### src/rtl/s2p16_deser.sv
// Framed serial-to-parallel deserializer: assembles SYNC-marked bit streams into
// WIDTH-bit words, holds the last complete word and flags premature SYNCs.
//
// state | meaning
// IDLE  | hunting for SYNC, no partial word
// SHIFT | word partially assembled, cnt_q bits received
module s2p16_deser #(
    parameter bit MSB_FIRST = 1'b1,
    parameter int WIDTH     = 16
) (
    input  logic             CK,
    input  logic             RSTN,
    input  logic             SDI,
    input  logic             SVALID,
    input  logic             SYNC,
    output logic [WIDTH-1:0] WORD,
    output logic             WVALID,
    output logic             FERR,
    output logic             BUSY
);

    typedef enum logic {
        IDLE  = 1'b0,
        SHIFT = 1'b1
    } state_t;

    state_t             state_q, state_d;
    logic [4:0]         cnt_q, cnt_d;
    logic [WIDTH-1:0]   sreg_q, sreg_d;
    logic [WIDTH-1:0]   word_q, word_d;
    logic               wvalid_q, wvalid_d;
    logic               ferr_q, ferr_d;
    logic [WIDTH-1:0]   shifted;

    // Bit order only changes the shift direction; the first bit always ends
    // up at the far end of the word after WIDTH shifts.
    function automatic logic [WIDTH-1:0] shift_in(input logic [WIDTH-1:0] cur,
                                                  input logic b);
        if (MSB_FIRST)
            return {cur[WIDTH-2:0], b};
        else
            return {b, cur[WIDTH-1:1]};
    endfunction

    always_comb begin
        state_d  = state_q;
        cnt_d    = cnt_q;
        sreg_d   = sreg_q;
        word_d   = word_q;
        wvalid_d = 1'b0;
        ferr_d   = ferr_q;
        shifted  = shift_in(sreg_q, SDI);

        if (SVALID) begin
            if (SYNC) begin
                // A SYNC inside a word drops the partial word; the SYNC bit starts a new one.
                if (state_q == SHIFT)
                    ferr_d = 1'b1;
                sreg_d  = shift_in('0, SDI);
                cnt_d   = 5'd1;
                state_d = SHIFT;
            end else if (state_q == SHIFT) begin
                if (cnt_q == 5'(WIDTH - 1)) begin
                    word_d   = shifted;
                    wvalid_d = 1'b1;
                    sreg_d   = shifted;
                    cnt_d    = 5'd0;
                    state_d  = IDLE;
                end else begin
                    sreg_d = shifted;
                    cnt_d  = cnt_q + 5'd1;
                end
            end
        end
    end

    always_ff @(posedge CK or negedge RSTN) begin
        if (!RSTN) begin
            state_q  <= IDLE;
            cnt_q    <= 5'd0;
            sreg_q   <= '0;
            word_q   <= '0;
            wvalid_q <= 1'b0;
            ferr_q   <= 1'b0;
        end else begin
            state_q  <= state_d;
            cnt_q    <= cnt_d;
            sreg_q   <= sreg_d;
            word_q   <= word_d;
            wvalid_q <= wvalid_d;
            ferr_q   <= ferr_d;
        end
    end

    assign WORD   = word_q;
    assign WVALID = wvalid_q;
    assign FERR   = ferr_q;
    assign BUSY   = (state_q == SHIFT);

endmodule

### config.mk
export PLATFORM = sky130hd
export DESIGN_NAME = s2p16_deser
export DESIGN_NICKNAME = d
export VERILOG_FILES = /design/src/rtl/s2p16_deser.sv
export SDC_FILE = /design/constraint.sdc
export NUM_CORES = 1
export LEC_CHECK = 0
export CORE_MARGIN = 2
export CORE_UTILIZATION = 45
export CTS_CLUSTER_SIZE = 16
export DETAILED_ROUTE_END_ITERATION = 12
export PLACE_DENSITY = 0.74
export SKIP_CTS_REPAIR_TIMING = 1
export SLEW_MARGIN = 20
export SYNTH_ARGS = -nofsm -noshare
export SYNTH_HDL_FRONTEND = slang
export SYNTH_SLANG_ARGS = --single-unit
### constraint.sdc
create_clock -name CK -period 2.25 [get_ports CK]
set_input_delay 0.5625 -clock CK [delete_from_list [all_inputs] [get_ports CK]]
set_output_delay 0.5625 -clock CK [all_outputs]
set_load 0.005 [all_outputs]
==> flow_summary.yaml <==
setup_path:
  critPathTopFamily: "buffers and inverters"
  worstSetupStartpointType: "flip-flop"
  cpMaxStageDelayCell: "clkdlybuf4s50_1"
  crit_path_cell_trace: "clkdlybuf4s50_1"
  path_class: "flip-flop to primary output"
  crit_arrival_ps: 1380
  timing.critical_path.buf_inv: 1
  crit_fanout: 9
  critPathCaptureType: "primary output"
  max_stage_delay_ps: 550
  required_ps: 1690
placed_design:
  place.gp.congestion: 0.8096
  placed_cells: 172
  io_buffers: 23
  dp_hpwl_um: 1758
layout:
  area.growth.synth_to_final_pct: 24.46
  final_cells: 180
  num_antenna_cells: 0
  fillers: 256
  drive_gt1_share_pct: 27.61
  fin_nets: 139
pwr:
  leakage_nw: 0.9248
  p_per_area_nw_per_um2: 703.4
  irDropWorstVdd_v: 0.0003992
  p_int_mw: 1.047
  p_total_mw: 1.361
  pwr-share-seq_pct: 56.6
  power.share.switching_pct: 23.11
  clockPowerShare_pct: 35.5
  p_switching_mw: 0.3147
  p_comb_share_pct: 7.8
cts:
  cts.clk_slew.worst_paths_ps: 110
  cts_root_buf: "clkbuf_4"
  cts_sinks: 39
  cts_buffer_depth: 2
  worstSkewPairLatency_ps: 350
  cts_buffers: 5
  htree_levels: 2
  cts_tree: "done"
logic_synthesis:
  avgSynthCellArea_um2: 15.40
  synth.distinct_cells: 27
  synth_xor_area_share_pct: 0
  synth_seq_cells: 39
  yosysSeqAreaShare_pct: 62.75
  syn_nets: 107
  syn-cell-area_um2: 1555
  netlist_instances: 101
  synth_top_family_by_area: "multiplexers"
  synth-adder-area-share_pct: 0.8045
  synth_simple_gate_area_share_pct: 7.562
  synth_compound_area_share_pct: 11.99
  synthMuxAreaShare_pct: 14.48
  yosysWarnings: 0
floorplan:
  die_area_um2: 3943
  die_w_um: 62.79
  pin_count: 24
  start_util_pct: 46.61
  core_um2: 3337
  row_count: 21
  die_h_um: 62.79
worst_hold_path:
  hold_class: "input port to asynchronous set/reset pin"
sta:
  rsz0062_at_grt: "no"
  fmax_mhz: 514.7
  setup_violations: 0
  worstMarginPinSlew_ps: 883.2
  max-slew-margin-rel_pct: 40.90
  final-hold-violation-count: 0
  post-route-min-period_ps: 1943
  finClkSkew_ps: 9.370
  fin_crit_sh_pct: 86.36
  report.final.slew_viol_count: 0
routing:
  drcViolationCount: 0
  wl_um: 2622
  ant_nets: 0
  first_pass_iters: 2
  vias_per_cell: 5.228
  dr_total_vias: 941
  drt_iter0_drc: 49
  wl_per_cell_um: 14.57
global_routing:
  grt_max_degree: 40
  antenna_found_initial: 0
  grt_pass1_vias: 974
  globalRouteTotalUtil_pct: 15.45
  grt_pass1_wl_um: 4602
  overflow: 0
run_status:
  status: "finished clean"
run:
  max-cap-violations: 0
[cell type report]
type / count / area, um2 / share of cell area (%)
clock buffer: 6 / 51.30 / 2.650
timing repair buffer: 29 / 270.3 / 13.96
clock inverter: 2 / 35.03 / 1.810
multi-input combinational: 57 / 541.8 / 27.99
inverter: 1 / 3.754 / 0.1939
sequential: 39 / 975.9 / 50.42
tap: 46 / 57.56 / 2.973
[cell usage in the layout (no fill, tap or decap), types with 2 or more instances in the layout]
master / instances
o21ai_0: 2
mux2_2: 8
nand3_1: 3
clkbuf_4: 5
a22o_1: 14
dfrtp_1: 39
nand2_1: 5
clkdlybuf4s50_1: 22
nor2_1: 2
mux2_4: 9
buf_4: 6
[per-layer routing]
layer  GRT usage [%]  vias to the layer above  part of all wire [%]  wire (um)
met4           6.111                        0                   1.9         49
met2           21.51                       16                    47       1224
met1           21.82                      472                    48       1251
met3           5.946                        6                   3.7         96
met5               0                        -                     0          0
li1                -                      447                     -          -
[flip-flops by register name, indices dropped and copies added (netlist names)]
register  count
sreg_q       15
WORD         16
WVALID        1
BUSY          1
FERR          1
cnt_q         5
[path summary, 6_finish.rpt]
| kind | slack (ps) | cells after the start | endpoint | startpoint |
|---|---|---|---|---|
| worst min register to register | 500 | 1 | FERR | FERR |
| worst max-delay path | 310 | 1 | BUSY | BUSY |
| worst max register to register | 510 | 5 | WORD[6] | cnt_q[0] |
| worst min-delay path | 300 | 1 | cnt_q[3] | RSTN |
| min in group CK | 500 | 1 | FERR | FERR |
| max in group asynchronous | 1430 | 1 | sreg_q[8] | RSTN |
[cell families after synthesis]
kind of cell,count (synthesis)
AOI/OAI and AO/OA,23
adders and majority gates,1
buffers and inverters,5
DFF,39
muxes,17
and+or+nand+nor,16
[stage by stage]
step	instance area, um2	setup TNS [ps]	setup slack, ps	util, %	hold WS [ps]
finish	1936	0	307.0	58.01	302.4
global route	1936	0	238.6	58.01	372.1
CTS	1936	0	302.8	58.01	323.1
detailed placement	1849	-249.4	-29.34	55.42	479.1
global placement	1849	0	61.13	55.42	455.6
floorplan	1555	0	541.7	-	266.9
[power groups by stage]
stage	Clock [mW]	Sequential [mW]	Combinational, mW
finish	0.484	0.771	0.106
global route	0.533	0.778	0.120
detailed placement	0	0.785	0.109
global placement	0	0.784	0.104
floorplan	0	0.778	0.0643
CTS	0.497	0.772	0.109
[Yosys cell counts]
cell       number  area share [%]
dfrtp_1        39              63
a22o_1         14             7.9
mux2_4          9             8.7
mux2_2          8             5.8
nand2_1         5             1.2
nand3_1         3            0.97
nor2_1          2            0.48
o21ai_0         2            0.64
a21oi_1         1            0.32
a31o_2          1            0.56
a32o_1          1            0.64
a41oi_1         1            0.56
and4b_2         1            0.72
buf_12          1             1.3
buf_2           1            0.32
clkbuf_1        1            0.24
clkbuf_2        1            0.32
ha_1            1            0.80
inv_1           1            0.24
nand4b_1        1            0.56
nand4b_4        1             1.5
nor3_4          1             1.0
o21a_1          1            0.48
o21ai_1         1            0.32
o2bb2ai_1       1            0.56
or3b_2          1            0.56
or4_1           1            0.48
No activity file was read; power rests on OpenSTA's default activity.
